<file path="src/rtl/dma_write_if.sv">
// AXI4 write-channel bundle (AW, W, B) for dma_write.
//   master modport : seen by the DMA engine (drives AW/W, BREADY)
//   slave  modport : seen by the memory/interconnect side
// User-signal widths of 0 are carried as 1-bit placeholders.
interface dma_write_if #(
   parameter int C_M_AXI_ID_WIDTH     = 1,
   parameter int C_M_AXI_ADDR_WIDTH   = 32,
   parameter int C_M_AXI_DATA_WIDTH   = 128,
   parameter int C_M_AXI_AWUSER_WIDTH = 0,
   parameter int C_M_AXI_WUSER_WIDTH  = 0,
   parameter int C_M_AXI_BUSER_WIDTH  = 0
) ();
   localparam int AWU_W = (C_M_AXI_AWUSER_WIDTH > 0) ? C_M_AXI_AWUSER_WIDTH : 1;
   localparam int WU_W  = (C_M_AXI_WUSER_WIDTH  > 0) ? C_M_AXI_WUSER_WIDTH  : 1;
   localparam int BU_W  = (C_M_AXI_BUSER_WIDTH  > 0) ? C_M_AXI_BUSER_WIDTH  : 1;

   logic [C_M_AXI_ID_WIDTH-1:0]     M_AXI_AWID;
   logic [C_M_AXI_ADDR_WIDTH-1:0]   M_AXI_AWADDR;
   logic [7:0]                      M_AXI_AWLEN;
   logic [2:0]                      M_AXI_AWSIZE;
   logic [1:0]                      M_AXI_AWBURST;
   logic                            M_AXI_AWLOCK;
   logic [3:0]                      M_AXI_AWCACHE;
   logic [2:0]                      M_AXI_AWPROT;
   logic [3:0]                      M_AXI_AWQOS;
   logic [AWU_W-1:0]                M_AXI_AWUSER;
   logic                            M_AXI_AWVALID;
   logic                            M_AXI_AWREADY;

   logic [C_M_AXI_DATA_WIDTH-1:0]   M_AXI_WDATA;
   logic [C_M_AXI_DATA_WIDTH/8-1:0] M_AXI_WSTRB;
   logic                            M_AXI_WLAST;
   logic [WU_W-1:0]                 M_AXI_WUSER;
   logic                            M_AXI_WVALID;
   logic                            M_AXI_WREADY;

   logic [C_M_AXI_ID_WIDTH-1:0]     M_AXI_BID;
   logic [1:0]                      M_AXI_BRESP;
   logic [BU_W-1:0]                 M_AXI_BUSER;
   logic                            M_AXI_BVALID;
   logic                            M_AXI_BREADY;

   modport master (
      output M_AXI_AWID, M_AXI_AWADDR, M_AXI_AWLEN, M_AXI_AWSIZE, M_AXI_AWBURST,
             M_AXI_AWLOCK, M_AXI_AWCACHE, M_AXI_AWPROT, M_AXI_AWQOS, M_AXI_AWUSER,
             M_AXI_AWVALID,
      input  M_AXI_AWREADY,
      output M_AXI_WDATA, M_AXI_WSTRB, M_AXI_WLAST, M_AXI_WUSER, M_AXI_WVALID,
      input  M_AXI_WREADY,
      input  M_AXI_BID, M_AXI_BRESP, M_AXI_BUSER, M_AXI_BVALID,
      output M_AXI_BREADY
   );

   modport slave (
      input  M_AXI_AWID, M_AXI_AWADDR, M_AXI_AWLEN, M_AXI_AWSIZE, M_AXI_AWBURST,
             M_AXI_AWLOCK, M_AXI_AWCACHE, M_AXI_AWPROT, M_AXI_AWQOS, M_AXI_AWUSER,
             M_AXI_AWVALID,
      output M_AXI_AWREADY,
      input  M_AXI_WDATA, M_AXI_WSTRB, M_AXI_WLAST, M_AXI_WUSER, M_AXI_WVALID,
      output M_AXI_WREADY,
      output M_AXI_BID, M_AXI_BRESP, M_AXI_BUSER, M_AXI_BVALID,
      input  M_AXI_BREADY
   );
endinterface

</file>
<file path="src/rtl/dma_write.sv">
// dma_write: streams a byte range into memory as AXI4 INCR write bursts,
// one burst outstanding, never crossing a 4 KB page, at most 256 beats.
//
// Ports
//   ACLK, ARESETN        clock / synchronous active-low reset
//   i_start              rising edge starts a transfer (only when idle)
//   i_base_addr          destination byte address (aligned down to a beat)
//   i_byte_len           byte count, 0 = nothing to do
//   o_busy/o_done/o_error  busy level / 1-cycle finish pulse / sticky BRESP error
//   i_data/i_valid/o_ready stream input, passed straight onto the W channel
//   m_axi                AXI4 write channels (dma_write_if.master)
//
// Build option: DMA_WRITE_PARTIAL_STRB_EN -- when defined, the final beat of a
// transfer only enables the byte lanes that carry valid data; otherwise every
// beat writes all lanes (length rounded up to whole beats).
module dma_write #(
   parameter int C_M_AXI_ID_WIDTH     = 1,
   parameter int C_M_AXI_ADDR_WIDTH   = 32,
   parameter int C_M_AXI_DATA_WIDTH   = 128,
   parameter int C_M_AXI_AWUSER_WIDTH = 0,
   parameter int C_M_AXI_WUSER_WIDTH  = 0,
   parameter int C_M_AXI_BUSER_WIDTH  = 0
) (
   input  logic                          ACLK,
   input  logic                          ARESETN,
   input  logic                          i_start,
   input  logic [31:0]                   i_base_addr,
   input  logic [31:0]                   i_byte_len,
   output logic                          o_busy,
   output logic                          o_done,
   output logic                          o_error,
   input  logic [C_M_AXI_DATA_WIDTH-1:0] i_data,
   input  logic                          i_valid,
   output logic                          o_ready,
   dma_write_if.master                   m_axi
);
   localparam int unsigned BEAT_BYTES = C_M_AXI_DATA_WIDTH / 8;
   localparam int unsigned LOG2_BEAT  = $clog2(BEAT_BYTES);
   localparam int          AW         = C_M_AXI_ADDR_WIDTH;

   typedef enum logic [1:0] {S_IDLE, S_AW, S_W, S_B} state_t;

   state_t        state_q, state_d;
   logic          start_q, start_d;
   logic [AW-1:0] cur_addr_q, cur_addr_d;
   logic [31:0]   bytes_rem_q, bytes_rem_d;
   logic [8:0]    beat_cnt_q, beat_cnt_d;
   logic          busy_q, busy_d;
   logic          done_q, done_d;
   logic          error_q, error_d;
   logic          awvalid_q, awvalid_d;
   logic          bready_q, bready_d;

   logic          start_edge;
   logic          in_w;
   logic          w_hs;
   logic [32:0]   ceil_beats;
   logic [12:0]   page_beats;
   logic [8:0]    beats;
   logic [C_M_AXI_DATA_WIDTH/8-1:0] strb;

   assign start_edge = i_start & ~start_q;
   assign in_w       = (state_q == S_W);
   assign w_hs       = in_w & i_valid & m_axi.M_AXI_WREADY;

   // Beats of the next burst: limited by remaining data, the 4 KB page and 256.
   always_comb begin
      ceil_beats = ({1'b0, bytes_rem_q} + 33'(BEAT_BYTES - 1)) >> LOG2_BEAT;
      page_beats = (13'd4096 - {1'b0, cur_addr_q[11:0]}) >> LOG2_BEAT;
      beats      = 9'd256;
      if (page_beats < 13'(beats)) beats = page_beats[8:0];
      if (ceil_beats < 33'(beats)) beats = ceil_beats[8:0];
   end

   always_comb begin
      strb = '1;
`ifdef DMA_WRITE_PARTIAL_STRB_EN
      // Final beat of the transfer with a partial remainder: enable low lanes only.
      if (bytes_rem_q <= 32'(BEAT_BYTES) &&
          (bytes_rem_q & 32'(BEAT_BYTES - 1)) != 32'd0) begin
         for (int unsigned i = 0; i < BEAT_BYTES; i++)
            strb[i] = (32'(i) < (bytes_rem_q & 32'(BEAT_BYTES - 1)));
      end
`endif
   end

   always_comb begin
      state_d     = state_q;
      start_d     = i_start;
      cur_addr_d  = cur_addr_q;
      bytes_rem_d = bytes_rem_q;
      beat_cnt_d  = beat_cnt_q;
      busy_d      = busy_q;
      done_d      = 1'b0;
      error_d     = error_q;
      awvalid_d   = awvalid_q;
      bready_d    = bready_q;
      unique case (state_q)
         S_IDLE: begin
            if (start_edge) begin
               error_d = 1'b0;
               if (i_byte_len != 32'd0) begin
                  cur_addr_d  = AW'(i_base_addr) & ~AW'(BEAT_BYTES - 1);
                  bytes_rem_d = i_byte_len;
                  busy_d      = 1'b1;
                  awvalid_d   = 1'b1;
                  state_d     = S_AW;
               end else begin
                  done_d = 1'b1;
               end
            end
         end
         S_AW: begin
            if (awvalid_q && m_axi.M_AXI_AWREADY) begin
               beat_cnt_d = beats;
               cur_addr_d = cur_addr_q + (AW'(beats) << LOG2_BEAT);
               awvalid_d  = 1'b0;
               state_d    = S_W;
            end
         end
         S_W: begin
            if (w_hs) begin
               beat_cnt_d  = beat_cnt_q - 9'd1;
               bytes_rem_d = bytes_rem_q - ((bytes_rem_q < 32'(BEAT_BYTES)) ?
                                            bytes_rem_q : 32'(BEAT_BYTES));
               if (beat_cnt_q == 9'd1) begin
                  bready_d = 1'b1;
                  state_d  = S_B;
               end
            end
         end
         S_B: begin
            if (m_axi.M_AXI_BVALID) begin
               if (m_axi.M_AXI_BRESP != 2'b00) error_d = 1'b1;
               bready_d = 1'b0;
               // An error response does not stop the remaining bursts.
               if (bytes_rem_q != 32'd0) begin
                  awvalid_d = 1'b1;
                  state_d   = S_AW;
               end else begin
                  busy_d  = 1'b0;
                  done_d  = 1'b1;
                  state_d = S_IDLE;
               end
            end
         end
         default: state_d = S_IDLE;
      endcase
   end

   always_ff @(posedge ACLK) begin
      if (!ARESETN) begin
         state_q     <= S_IDLE;
         start_q     <= 1'b0;
         cur_addr_q  <= '0;
         bytes_rem_q <= '0;
         beat_cnt_q  <= '0;
         busy_q      <= 1'b0;
         done_q      <= 1'b0;
         error_q     <= 1'b0;
         awvalid_q   <= 1'b0;
         bready_q    <= 1'b0;
      end else begin
         state_q     <= state_d;
         start_q     <= start_d;
         cur_addr_q  <= cur_addr_d;
         bytes_rem_q <= bytes_rem_d;
         beat_cnt_q  <= beat_cnt_d;
         busy_q      <= busy_d;
         done_q      <= done_d;
         error_q     <= error_d;
         awvalid_q   <= awvalid_d;
         bready_q    <= bready_d;
      end
   end

   assign o_busy  = busy_q;
   assign o_done  = done_q;
   assign o_error = error_q;
   assign o_ready = in_w & m_axi.M_AXI_WREADY;

   assign m_axi.M_AXI_AWID    = '0;
   assign m_axi.M_AXI_AWADDR  = cur_addr_q;
   assign m_axi.M_AXI_AWLEN   = 8'(beats - 9'd1);
   assign m_axi.M_AXI_AWSIZE  = 3'(LOG2_BEAT);
   assign m_axi.M_AXI_AWBURST = 2'b01;
   assign m_axi.M_AXI_AWLOCK  = 1'b0;
   assign m_axi.M_AXI_AWCACHE = 4'b0011;
   assign m_axi.M_AXI_AWPROT  = '0;
   assign m_axi.M_AXI_AWQOS   = '0;
   assign m_axi.M_AXI_AWUSER  = '0;
   assign m_axi.M_AXI_AWVALID = awvalid_q;

   assign m_axi.M_AXI_WDATA   = i_data;
   assign m_axi.M_AXI_WSTRB   = strb;
   assign m_axi.M_AXI_WLAST   = in_w && (beat_cnt_q == 9'd1);
   assign m_axi.M_AXI_WUSER   = '0;
   assign m_axi.M_AXI_WVALID  = in_w & i_valid;

   assign m_axi.M_AXI_BREADY  = bready_q;

   logic unused_b_sigs;
   assign unused_b_sigs = ^{m_axi.M_AXI_BID, m_axi.M_AXI_BUSER};
endmodule

</file>
<file path="src/flat_wrapper.sv">
// flat-port wrapper written by rule: the top's interface ports become plain ports
module dma_write_flat 
#(
   parameter int C_M_AXI_ID_WIDTH     = 1,
   parameter int C_M_AXI_ADDR_WIDTH   = 32,
   parameter int C_M_AXI_DATA_WIDTH   = 128,
   parameter int C_M_AXI_AWUSER_WIDTH = 0,
   parameter int C_M_AXI_WUSER_WIDTH  = 0,
   parameter int C_M_AXI_BUSER_WIDTH  = 0
)
  (ACLK, ARESETN, i_start, i_base_addr, i_byte_len, o_busy, o_done, o_error, i_data, i_valid, o_ready, m_axi_M_AXI_AWID, m_axi_M_AXI_AWADDR, m_axi_M_AXI_AWLEN, m_axi_M_AXI_AWSIZE, m_axi_M_AXI_AWBURST, m_axi_M_AXI_AWLOCK, m_axi_M_AXI_AWCACHE, m_axi_M_AXI_AWPROT, m_axi_M_AXI_AWQOS, m_axi_M_AXI_AWUSER, m_axi_M_AXI_AWVALID, m_axi_M_AXI_AWREADY, m_axi_M_AXI_WDATA, m_axi_M_AXI_WSTRB, m_axi_M_AXI_WLAST, m_axi_M_AXI_WUSER, m_axi_M_AXI_WVALID, m_axi_M_AXI_WREADY, m_axi_M_AXI_BID, m_axi_M_AXI_BRESP, m_axi_M_AXI_BUSER, m_axi_M_AXI_BVALID, m_axi_M_AXI_BREADY);
  dma_write_if #(.C_M_AXI_ID_WIDTH(C_M_AXI_ID_WIDTH), .C_M_AXI_ADDR_WIDTH(C_M_AXI_ADDR_WIDTH), .C_M_AXI_DATA_WIDTH(C_M_AXI_DATA_WIDTH), .C_M_AXI_AWUSER_WIDTH(C_M_AXI_AWUSER_WIDTH), .C_M_AXI_WUSER_WIDTH(C_M_AXI_WUSER_WIDTH), .C_M_AXI_BUSER_WIDTH(C_M_AXI_BUSER_WIDTH)) m_axi_i ();
  input  logic ACLK;
  input  logic ARESETN;
  input  logic i_start;
  input  logic [31:0] i_base_addr;
  input  logic [31:0] i_byte_len;
  output logic o_busy;
  output logic o_done;
  output logic o_error;
  input  logic [C_M_AXI_DATA_WIDTH-1:0] i_data;
  input  logic i_valid;
  output logic o_ready;
  output wire logic [$bits(m_axi_i.M_AXI_AWID)-1:0] m_axi_M_AXI_AWID;
  output wire logic [$bits(m_axi_i.M_AXI_AWADDR)-1:0] m_axi_M_AXI_AWADDR;
  output wire logic [$bits(m_axi_i.M_AXI_AWLEN)-1:0] m_axi_M_AXI_AWLEN;
  output wire logic [$bits(m_axi_i.M_AXI_AWSIZE)-1:0] m_axi_M_AXI_AWSIZE;
  output wire logic [$bits(m_axi_i.M_AXI_AWBURST)-1:0] m_axi_M_AXI_AWBURST;
  output wire logic [$bits(m_axi_i.M_AXI_AWLOCK)-1:0] m_axi_M_AXI_AWLOCK;
  output wire logic [$bits(m_axi_i.M_AXI_AWCACHE)-1:0] m_axi_M_AXI_AWCACHE;
  output wire logic [$bits(m_axi_i.M_AXI_AWPROT)-1:0] m_axi_M_AXI_AWPROT;
  output wire logic [$bits(m_axi_i.M_AXI_AWQOS)-1:0] m_axi_M_AXI_AWQOS;
  output wire logic [$bits(m_axi_i.M_AXI_AWUSER)-1:0] m_axi_M_AXI_AWUSER;
  output wire logic [$bits(m_axi_i.M_AXI_AWVALID)-1:0] m_axi_M_AXI_AWVALID;
  input wire logic [$bits(m_axi_i.M_AXI_AWREADY)-1:0] m_axi_M_AXI_AWREADY;
  output wire logic [$bits(m_axi_i.M_AXI_WDATA)-1:0] m_axi_M_AXI_WDATA;
  output wire logic [$bits(m_axi_i.M_AXI_WSTRB)-1:0] m_axi_M_AXI_WSTRB;
  output wire logic [$bits(m_axi_i.M_AXI_WLAST)-1:0] m_axi_M_AXI_WLAST;
  output wire logic [$bits(m_axi_i.M_AXI_WUSER)-1:0] m_axi_M_AXI_WUSER;
  output wire logic [$bits(m_axi_i.M_AXI_WVALID)-1:0] m_axi_M_AXI_WVALID;
  input wire logic [$bits(m_axi_i.M_AXI_WREADY)-1:0] m_axi_M_AXI_WREADY;
  input wire logic [$bits(m_axi_i.M_AXI_BID)-1:0] m_axi_M_AXI_BID;
  input wire logic [$bits(m_axi_i.M_AXI_BRESP)-1:0] m_axi_M_AXI_BRESP;
  input wire logic [$bits(m_axi_i.M_AXI_BUSER)-1:0] m_axi_M_AXI_BUSER;
  input wire logic [$bits(m_axi_i.M_AXI_BVALID)-1:0] m_axi_M_AXI_BVALID;
  output wire logic [$bits(m_axi_i.M_AXI_BREADY)-1:0] m_axi_M_AXI_BREADY;
  assign m_axi_M_AXI_AWID = m_axi_i.M_AXI_AWID;
  assign m_axi_M_AXI_AWADDR = m_axi_i.M_AXI_AWADDR;
  assign m_axi_M_AXI_AWLEN = m_axi_i.M_AXI_AWLEN;
  assign m_axi_M_AXI_AWSIZE = m_axi_i.M_AXI_AWSIZE;
  assign m_axi_M_AXI_AWBURST = m_axi_i.M_AXI_AWBURST;
  assign m_axi_M_AXI_AWLOCK = m_axi_i.M_AXI_AWLOCK;
  assign m_axi_M_AXI_AWCACHE = m_axi_i.M_AXI_AWCACHE;
  assign m_axi_M_AXI_AWPROT = m_axi_i.M_AXI_AWPROT;
  assign m_axi_M_AXI_AWQOS = m_axi_i.M_AXI_AWQOS;
  assign m_axi_M_AXI_AWUSER = m_axi_i.M_AXI_AWUSER;
  assign m_axi_M_AXI_AWVALID = m_axi_i.M_AXI_AWVALID;
  assign m_axi_i.M_AXI_AWREADY = m_axi_M_AXI_AWREADY;
  assign m_axi_M_AXI_WDATA = m_axi_i.M_AXI_WDATA;
  assign m_axi_M_AXI_WSTRB = m_axi_i.M_AXI_WSTRB;
  assign m_axi_M_AXI_WLAST = m_axi_i.M_AXI_WLAST;
  assign m_axi_M_AXI_WUSER = m_axi_i.M_AXI_WUSER;
  assign m_axi_M_AXI_WVALID = m_axi_i.M_AXI_WVALID;
  assign m_axi_i.M_AXI_WREADY = m_axi_M_AXI_WREADY;
  assign m_axi_i.M_AXI_BID = m_axi_M_AXI_BID;
  assign m_axi_i.M_AXI_BRESP = m_axi_M_AXI_BRESP;
  assign m_axi_i.M_AXI_BUSER = m_axi_M_AXI_BUSER;
  assign m_axi_i.M_AXI_BVALID = m_axi_M_AXI_BVALID;
  assign m_axi_M_AXI_BREADY = m_axi_i.M_AXI_BREADY;
  dma_write #(.C_M_AXI_ID_WIDTH(C_M_AXI_ID_WIDTH), .C_M_AXI_ADDR_WIDTH(C_M_AXI_ADDR_WIDTH), .C_M_AXI_DATA_WIDTH(C_M_AXI_DATA_WIDTH), .C_M_AXI_AWUSER_WIDTH(C_M_AXI_AWUSER_WIDTH), .C_M_AXI_WUSER_WIDTH(C_M_AXI_WUSER_WIDTH), .C_M_AXI_BUSER_WIDTH(C_M_AXI_BUSER_WIDTH)) u_core (.ACLK(ACLK), .ARESETN(ARESETN), .i_start(i_start), .i_base_addr(i_base_addr), .i_byte_len(i_byte_len), .o_busy(o_busy), .o_done(o_done), .o_error(o_error), .i_data(i_data), .i_valid(i_valid), .o_ready(o_ready), .m_axi(m_axi_i));
endmodule
</file>
<file path="config.mk">
export PLATFORM = sky130hd
export DESIGN_NAME = dma_write_flat
export DESIGN_NICKNAME = d
export VERILOG_FILES = /design/src/rtl/dma_write_if.sv /design/src/rtl/dma_write.sv /design/src/flat_wrapper.sv
export SDC_FILE = /design/constraint.sdc
export NUM_CORES = 1
export LEC_CHECK = 0
export CORE_AREA = 2 2 162 164
export CTS_CLUSTER_DIAMETER = 80
export CTS_CLUSTER_SIZE = 24
export DETAILED_ROUTE_END_ITERATION = 12
export DIE_AREA = 0 0 164 166
export PLACE_DENSITY = 0.64
export REMOVE_ABC_BUFFERS = 1
export SYNTH_ARGS = -nofsm -noshare
export SYNTH_HDL_FRONTEND = slang
export SYNTH_SLANG_ARGS = --single-unit
</file>
<file path="constraint.sdc">
create_clock -name ACLK -period 8.93 [get_ports ACLK]
set_clock_uncertainty 0.15 [all_clocks]
set_input_delay 1.3395 -clock ACLK [delete_from_list [all_inputs] [get_ports ACLK]]
set_output_delay 1.3395 -clock ACLK [all_outputs]
set_load 0.02 [all_outputs]
</file>
* After elaboration in Yosys (flattened, before gate mapping) *
Index checks and enable logic that the tools add are counted.

word-level totals
  bits in registers = 81
  input bits = 203
  output and inout bits = 212
  word-level logic and storage cells = 101

operators by class
  add/sub/neg operators = 6
  magnitude comparators = 3
  equality and inequality tests = 13
  multiplexer cells = 44
  bitwise gates (word level) = 5
  reduce and logical (&&, ||, !) cells = 20

operator list
  cell                      number
  $mux W32                  7
  $pmux W32 S2              2
  $reduce_bool A32 Y1       2
  $mux W9                   4
  $add A32 B4 Y33 const B   1
  $add A32 B13 Y32          1
  $lt A32 B5 Y1 const B     1
  $sub A32 B32 Y32          1
  $lt A29 B9 Y1             1
  $mux W1                   18
  $pmux W9 S2               1
  $reduce_and A4 Y1         4
  $sub A13 B12 Y13 const A  1
  $mux W2                   6
  $reduce_and A6 Y1         2
  $reduce_bool A2 Y1        6
  $ne A2 B1 Y1 const B      5
  $eq A9 B1 Y1 const B      1
  $lt A9 B9 Y1 const B      1
  $sub A9 B1 Y9 const B     1
  $ne A2 B2 Y1 const B      4
  $pmux W1 S2               4
  $pmux W2 S4               1
  $sub A8 B1 Y8 const B     1
  10 further kinds          15

* Longest topological paths before layout *
Gate-level depths: netlist (run 1).

  word-level depth = 8
  mapped depth = 27
  gate-level depth less buffers = 25

* Worst setup path before layout (run 1) *
Ideal clock, no wire load.

  path kind = reg-to-reg
  from = register u_core.cur_addr_q[4] (netlist: u_core.m_axi.M_AXI_AWADDR[4])
  to = register u_core.cur_addr_q[28] (netlist: u_core.m_axi.M_AXI_AWADDR[28])
  library setup time = 0.115 ns
  arrival = 5.932 ns
  data required time = 8.665 ns
  path slack = 2.733 ns
  stages on the path, launching flop included = 28
  buffers on the path = 3
  period minus slack after synthesis = 6.197 ns
  cell sequence = dfxtp_1 -> clkbuf_1 -> inv_1 -> ha_1 -> nand3_1 -> clkbuf_1 -> nand2_1 -> ha_1 -> a21o_1 -> nand3_1 -> a21oi_1 -> or4_1 -> or4_4 -> nor2_4 -> buf_12 -> mux2_2 -> inv_1 -> ha_1 -> inv_1 -> fa_1 -> nor2b_1 -> o21ai_0 -> a21o_1 -> a21oi_1 -> o21a_1 -> o21ai_1 -> o311a_1 -> o21a_1

between the ends
  longest elaborated chain between the ends = 8

RTL lines
  item                    line              RTL
  start, declared         dma_write.sv:45   logic [AW-1:0] cur_addr_q, cur_addr_d;
  start signal, assigned  dma_write.sv:166  cur_addr_q <= cur_addr_d;
  $sub A13 B12 Y13        dma_write.sv:69   page_beats = (13'd4096 - {1'b0, cur_addr_q[11:0]}) >> LOG2_BEAT;
  $lt A9 B9 Y1            dma_write.sv:71   if (page_beats < 13'(beats)) beats = page_beats[8:0];
  $mux W9                 dma_write.sv:71
  $lt A29 B9 Y1           dma_write.sv:72   if (ceil_beats < 33'(beats)) beats = ceil_beats[8:0];
  $mux W9                 dma_write.sv:72
  $add A32 B13 Y32 (*)    dma_write.sv:116  cur_addr_d = cur_addr_q + (AW'(beats) << LOG2_BEAT);
  $mux W32 (*)            dma_write.sv:114  if (awvalid_q && m_axi.M_AXI_AWREADY) begin
  $pmux W32 S2 (*)        dma_write.sv:98   unique case (state_q)

Mark *: on every way between the ends. The rest lies on a longest branch, timed or not. The select of a mux whose other input is x is not followed.
A chain may end at the register's enable or synchronous reset.

* Worst setup path in the final report (run 1) *
  from = register u_core.bytes_rem_q[1]
  to = output port m_axi_M_AXI_AWLEN[6]

between the ends
  longest elaborated chain between the ends = 4

RTL lines
  item                    line                RTL
  start, declared         dma_write.sv:46     logic [31:0] bytes_rem_q, bytes_rem_d;
  start signal, assigned  dma_write.sv:167    bytes_rem_q <= bytes_rem_d;
  $add A32 B4 Y33 (*)     dma_write.sv:68     ceil_beats = ({1'b0, bytes_rem_q} + 33'(BEAT_BYTES - 1)) >> LOG2_BEAT;
  $lt A29 B9 Y1           dma_write.sv:72
  $mux W9 (*)             dma_write.sv:72
  $sub A8 B1 Y8 (*)       dma_write.sv:184    assign m_axi.M_AXI_AWLEN = 8'(beats - 9'd1);
  end, declared           flat_wrapper.sv:26  output wire logic [$bits(m_axi_i.M_AXI_AWLEN)-1:0] m_axi_M_AXI_AWLEN;

Mark *: on every way between the ends. The rest lies on a longest branch, timed or not.

==> results of run 1 <==
routing by layer:
| metal | part of all wire | vias to the layer above | global-route usage |
|---|---|---|---|
| met4 | 0.033 | 0 | 0.102 |
| met1 | 0.25 | 3421 | 0.226 |
| met3 | 0.25 | 58 | 0.355 |
| li1 | - | 3432 | - |
| met2 | 0.47 | 495 | 0.519 |
| met5 | 0 | - | 0 |
stage by stage:
step                      area, um^2  setup WS [ns]
final                           8070           1.41
after global routing            8070           1.11
after CTS                       8070           1.48
after detailed placement        7800           1.87
after global placement          7800           1.89
after floorplan                 6210           2.61
sequential cells by signal, summed over array words and instances (netlist names):
register	count
u_core.o_busy	1
u_core.m_axi.M_AXI_AWADDR	28
u_core.start_q	1
u_core.o_done	1
u_core.o_error	1
u_core.m_axi.M_AXI_AWVALID	1
u_core.bytes_rem_q	32
u_core.state_q	2
u_core.m_axi.M_AXI_BREADY	1
u_core.beat_cnt_q	9
final timing paths:
kind | startpoint | end | slack (ns) | depth (start not counted)
setup / recovery | u_core.bytes_rem_q[1]$_SDFFE_PN0P_ | m_axi_M_AXI_AWLEN[6] | 1.41 | 17
hold / removal | u_core.o_error$_SDFFE_PN0P_ | u_core.o_error$_SDFFE_PN0P_ | 0.36 | 2
setup reg to reg | u_core.bytes_rem_q[1]$_SDFFE_PN0P_ | u_core.m_axi.M_AXI_AWADDR[28]$_SDFFE_PN0P_ | 1.86 | 24
hold reg to reg | u_core.o_error$_SDFFE_PN0P_ | u_core.o_error$_SDFFE_PN0P_ | 0.36 | 2
area by class of cell:
type	count	area, um^2
Fill cell	2709	17500
Multi-Input combinational cell	742	4540
Sequential cell	77	1540
Timing Repair Buffer	118	1170
Tap cell	335	419
Clock buffer	10	239
Inverter	37	139
Clock inverter	4	26.3
worst max-delay path, delay by kind of cell, from the launching register on:
family          cells  cell delay (ns)
flops               1             0.40
mux                 2             0.56
compound gates      3             0.86
simple gates        6             1.87
fa+ha+maj           2             0.61
xor+xnor            2             0.61
buf+inv             2             0.76
Yosys cell counts, types with 17 or more instances:
cell and count:
buf_4 168, nor2_1 89, nand2_1 84, dfxtp_1 77
a21oi_1 74, o21ai_0 61, clkbuf_1 56, inv_1 37
nand3_1 37, ha_1 27, nor3_1 26, nor4_1 22
nand4_1 21, o22ai_1 20, xnor2_1 17
power breakdown:
part	switching [mW]	internal (mW)
sequential	0.245	0.490
clock	0.161	0.193
combinational	1.61	1.07
cells by family after synthesis:
kind of cell               after synthesis  synth area share
other                                    2          0.000986
buffers and inverters                  272             0.222
muxes                                   23            0.0314
and+or+nand+nor                        346             0.227
adders and majority gates               28            0.0470
AOI/OAI and AO/OA                      278             0.239
DFF                                     77             0.202
xor gates and xnor gates                26            0.0299
==> impl_metrics.toml, run 1 <==
[run_status]
outcome = "complete, no violations"

[sta]
slew_headroom = 0.204
hold_ws_ns = 0.356
drv_slew = 0
fmax_mhz = 133
tightest_slew_ns = 1.19
hold_violations = 0
setup-tns-final_ns = 0
finalSetupViolCount = 0
fin_crit_ns = 7.52
post-route-period-util = 0.843
rsz0062_at_grt = "false"

[placement]
gp_congestion = 0.984
port-buffer-count = 112
dp.cells = 1309
dp_hpwl_mm = 37.7

[synthesis]
synthTopCellsByArea = "dfxtp_1 (20%), buf_4 (17%), a21oi_1 (4.9%)"
yosysSeqAreaShare = 0.202
synth_area_per_cell_um2 = 7.24
synth_ff_type = "dfxtp_1"
ys_ff_latch = 77
netlist_area_um2 = 7620
synthesis.instances = 1052
yosys.area.top_type = "dfxtp_1"
yosys_warnings = 0
netlist.area_leader.share = 0.202
async_flop_share = 0
synth_edf_count = 0
synthDistinctLibCells = 81

[cells_and_area]
final_cell_mix = "clkdlybuf4s50_1 (112), nor2_1 (87), nand2_1 (84)"
drive_gt1_frac = 0.0516
area_delta_synth_final_pct = 5.93
instances_no_fill = 1323
diodes = 0
nNetsFinal = 1216
final_core_util = 0.315
final_common_cell = "clkdlybuf4s50_1"

[clock_network]
postCtsSetupRepairBufs = 0
hold_buffers = 0
clk_pin_slew_worst_paths_ns = 0.06
insertion_delay_ns = 0.35
post_cts_resized = 0
cts.sinks = 77
cts_tree = "yes"
htreeDepth = 3
clock_path_buffers = 2
cts_made_buffers = 9
cts_root_buf = "clkbuf_16"

[critical_path]
path_class = "reg -> out"
cp.required_ns = 7.44
path_max_fanout = 20
cp_data_arrival_time_ns = 6.03
crit_path_top_delay_cell = "clkdlybuf4s50_1"
worstPathCellList = "o41ai_4 > nor2_1 > xnor2_1 > inv_1 > ha_1 > a21o_1 > nand3_1 > a21oi_1 > or4_1 > or4_4 > nor2_4 > mux2_2 > ha_1 > nand4_1 > mux2i_1 > xor2_1 > clkdlybuf4s50_1"
end_kind = "output pin"
startpoint_type = "register"
crit_path_frequent_cell = "ha_1"
max_stage_delay_ns = 0.67

[routing]
drtIter0Drc = 916
antenna_left = 0
via_per_inst = 5.60
drt_first_pass_iters = 6
post_drt_wl_per_cell_um = 33.4
vias = 7406
drc = 0
wirelength_mm = 44.1

[pwr]
ir_drop_uv = 240
p_total_mw = 3.78
leakagePower_nw = 2.90
power_density_nw_per_um2 = 468

[grt]
grt_max_degree = 84
track_usage = 0.313
antenna_found_initial = 0
first_global_vias = 6564
grt_pass1_wl_mm = 57.7
overflow = 0

[floorplanning]
start_util = 0.297
rows = 59
fp.dieH_um = 166
coreArea_um2 = 25600
dieWidth_um = 164
die_area_um2 = 27200
io_pins = 415

[min_path]
min_path_type = "reg -> reg"

[run]
max-cap-violations = 0
Power figures use the tool's default switching activity.
==> inputs of run 2 (changes only) <==
--- a/config.mk
+++ b/config.mk
@@ -5,11 +5,11 @@
 export SDC_FILE = /design/constraint.sdc
 export NUM_CORES = 1
 export LEC_CHECK = 0
-export CORE_AREA = 2 2 162 164
+export CORE_AREA = 2 2 163 165
 export CTS_CLUSTER_DIAMETER = 80
 export CTS_CLUSTER_SIZE = 24
 export DETAILED_ROUTE_END_ITERATION = 12
-export DIE_AREA = 0 0 164 166
+export DIE_AREA = 0 0 165 167
 export PLACE_DENSITY = 0.64
 export REMOVE_ABC_BUFFERS = 1
 export SYNTH_ARGS = -nofsm -noshare
==> constraint.sdc (replaced) <==
create_clock -name ACLK -period 7.1 [get_ports ACLK]
set_clock_uncertainty 0.15 [all_clocks]
set_input_delay 1.065 -clock ACLK [delete_from_list [all_inputs] [get_ports ACLK]]
set_output_delay 1.065 -clock ACLK [all_outputs]
set_load 0.02 [all_outputs]
==> run 2 against run 1 <==
  * Non-clock buffer count rose by 4
  * Worst hold slack got worse by 0.0029 ns
  * Flip-flop and latch count did not move
  * Combinational power rose by 26%
  * First-iteration DRC count fell by 29%
==> impl_metrics.toml, run 2 (same netlist as run 1, synthesis figures left out) <==
[run_status]
outcome = "complete, no violations"

[pwr]
power_density_nw_per_um2 = 591
swShare = 0.527
internal-power_mw = 2.28
p_comb_frac = 0.706
ir_drop_uv = 625
pwr-share-clk = 0.101
p_seq_frac = 0.193
leakagePower_nw = 2.93
p_sw_mw = 2.54

[critical_path]
startpoint_type = "register"
path_class = "reg -> out"
r2r_setup_slack_ns = 0.40
end_kind = "output pin"
worst-r2r-cell-count = 25
r2r_start = "u_core.bytes_rem_q[9]$_SDFFE_PN0P_"
path_max_fanout = 9
cp.required_ns = 5.88
reg2reg_to = "u_core.m_axi.M_AXI_AWADDR[28]$_SDFFE_PN0P_"
cp_data_arrival_time_ns = 5.61

[cells_and_area]
final_core_util = 0.316
nNetsFinal = 1220
fillers = 2689
drive_gt1_frac = 0.0594
final_cell_mix = "clkdlybuf4s50_1 (112), nor2_1 (87), nand2_1 (84)"
multi_input_area_um2 = 4550
area_delta_synth_final_pct = 6.97
regMostFlops = "u_core.bytes_rem_q"
final_common_cell = "clkdlybuf4s50_1"
diodes = 0
largest_reg_flops = 32
seqCellArea_um2 = 1540

[placement]
dp_hpwl_mm = 37.8
port-buffer-count = 112
gp_congestion = 1.02

[grt]
overflow = 0
track_usage = 0.310
antenna_found_initial = 1
grt_pass1_wl_mm = 57.9
first_global_vias = 6535
grt_max_degree = 83

[clock_network]
cts_tree = "yes"
cts_root_buf = "clkbuf_16"
htreeDepth = 3
hold_buffers = 0
cts_made_buffers = 9
insertion_delay_ns = 0.34
clock_path_buffers = 2
cts.sinks = 77
clk_pin_slew_worst_paths_ns = 0.07

[floorplanning]
rows = 59
dieWidth_um = 165
io_pins = 415
die_area_um2 = 27600
start_util = 0.296
fp.dieH_um = 167
coreArea_um2 = 25800

[sta]
slew_headroom = 0.263
rsz0062_at_grt = "false"
hold_violations = 0
tightest_slew_ns = 1.10
setup-tns-final_ns = 0
fin_crit_ns = 6.82
hold_ws_ns = 0.353
post-route-period-util = 0.961
finalSetupViolCount = 0
fmax_mhz = 147
drv_slew = 0

[routing]
wirelength_mm = 44.3
post_drt_wl_per_cell_um = 33.3
drtIter0Drc = 647
vias = 7432
antenna_left = 0
via_per_inst = 5.60
drt_first_pass_iters = 5
drc = 0

[min_path]
hold_depth = 2
min_from = "u_core.bytes_rem_q[16]$_SDFFE_PN0P_"
hold_end = "u_core.bytes_rem_q[16]$_SDFFE_PN0P_"
min_path_type = "reg -> reg"

[run]
max-cap-violations = 0
## run 2: timing repair
item	4_1_cts	5_1_grt
gates resized for setup	0	4
setup endpoints to repair	0	5
buffers inserted	0	2
## run 2: how the worst max path moves through the flow
| stage | start | to | slack [ns] | cells after the start |
|---|---|---|---|---|
| after floorplan | u_core.bytes_rem_q[4]$_SDFFE_PN0P_ | u_core.m_axi.M_AXI_AWADDR[28]$_SDFFE_PN0P_ | 0.78 | 25 |
| after global placement | u_core.bytes_rem_q[1]$_SDFFE_PN0P_ | u_core.m_axi.M_AXI_AWADDR[28]$_SDFFE_PN0P_ | 0.42 | 25 |
| after detailed placement | u_core.bytes_rem_q[1]$_SDFFE_PN0P_ | u_core.m_axi.M_AXI_AWADDR[28]$_SDFFE_PN0P_ | 0.41 | 25 |
| after CTS | u_core.bytes_rem_q[1]$_SDFFE_PN0P_ | m_axi_M_AXI_AWLEN[6] | 0.24 | 18 |
| after global routing | u_core.bytes_rem_q[9]$_SDFFE_PN0P_ | m_axi_M_AXI_AWLEN[6] | 0.004 | 18 |
| final | u_core.bytes_rem_q[9]$_SDFFE_PN0P_ | m_axi_M_AXI_AWLEN[6] | 0.28 | 18 |
## run 2: metal layers
metal  share of wire  wire length [um]  track usage
met3            0.26             11400        0.371
met1            0.24             10500        0.214
met5          0.0058               258       0.0727
met2            0.46             20200        0.495
met4           0.042              1880        0.119
## run 2: power by group through the flow
| stage | Clock (mW) | Sequential (mW) | Combinational [mW] |
|---|---|---|---|
| after floorplan | 0 | 0.941 | 2.19 |
| after global placement | 0 | 0.910 | 3.31 |
| after detailed placement | 0 | 0.919 | 3.35 |
| after CTS | 0.489 | 0.912 | 3.37 |
| final | 0.488 | 0.927 | 3.40 |
| after global routing | 0.508 | 0.964 | 3.72 |
## run 2: final cells by class
type / instances / area share
Sequential cell: 77 / 0.190
Tap cell: 335 / 0.0515
Timing Repair Buffer: 122 / 0.147
Inverter: 37 / 0.0170
Multi-Input combinational cell: 742 / 0.558
Clock inverter: 3 / 0.00553
Clock buffer: 12 / 0.0315
## run 2: per-stage QoR
step | worst slack [ns] | instances | power [mW] | instance area (um^2)
detailed placement | 0.408 | 1311 | 4.27 | 7820
global placement | 0.420 | 1311 | 4.22 | 7820
floorplan | 0.784 | 856 | 3.13 | 6210
finish | 0.277 | 1328 | 4.82 | 8150
CTS | 0.235 | 1326 | 4.77 | 8120
global route | 0.00354 | 1328 | 5.19 | 8150
## run 2: critical path: stages, from the launching register on
cell	delay, ns
dfxtp_1	0.51
nand4_2	0.19
or3_2	0.47
inv_1	0.09
and3_1	0.17
xnor2_1	0.15
inv_1	0.08
ha_1	0.31
a21oi_1	0.14
o21ai_0	0.08
or4_1	0.51
or4_4	0.58
nor2_4	0.23
mux2_2	0.30
ha_1	0.30
nand4_1	0.11
mux2i_1	0.22
xor2_1	0.16
clkdlybuf4s50_1	0.67
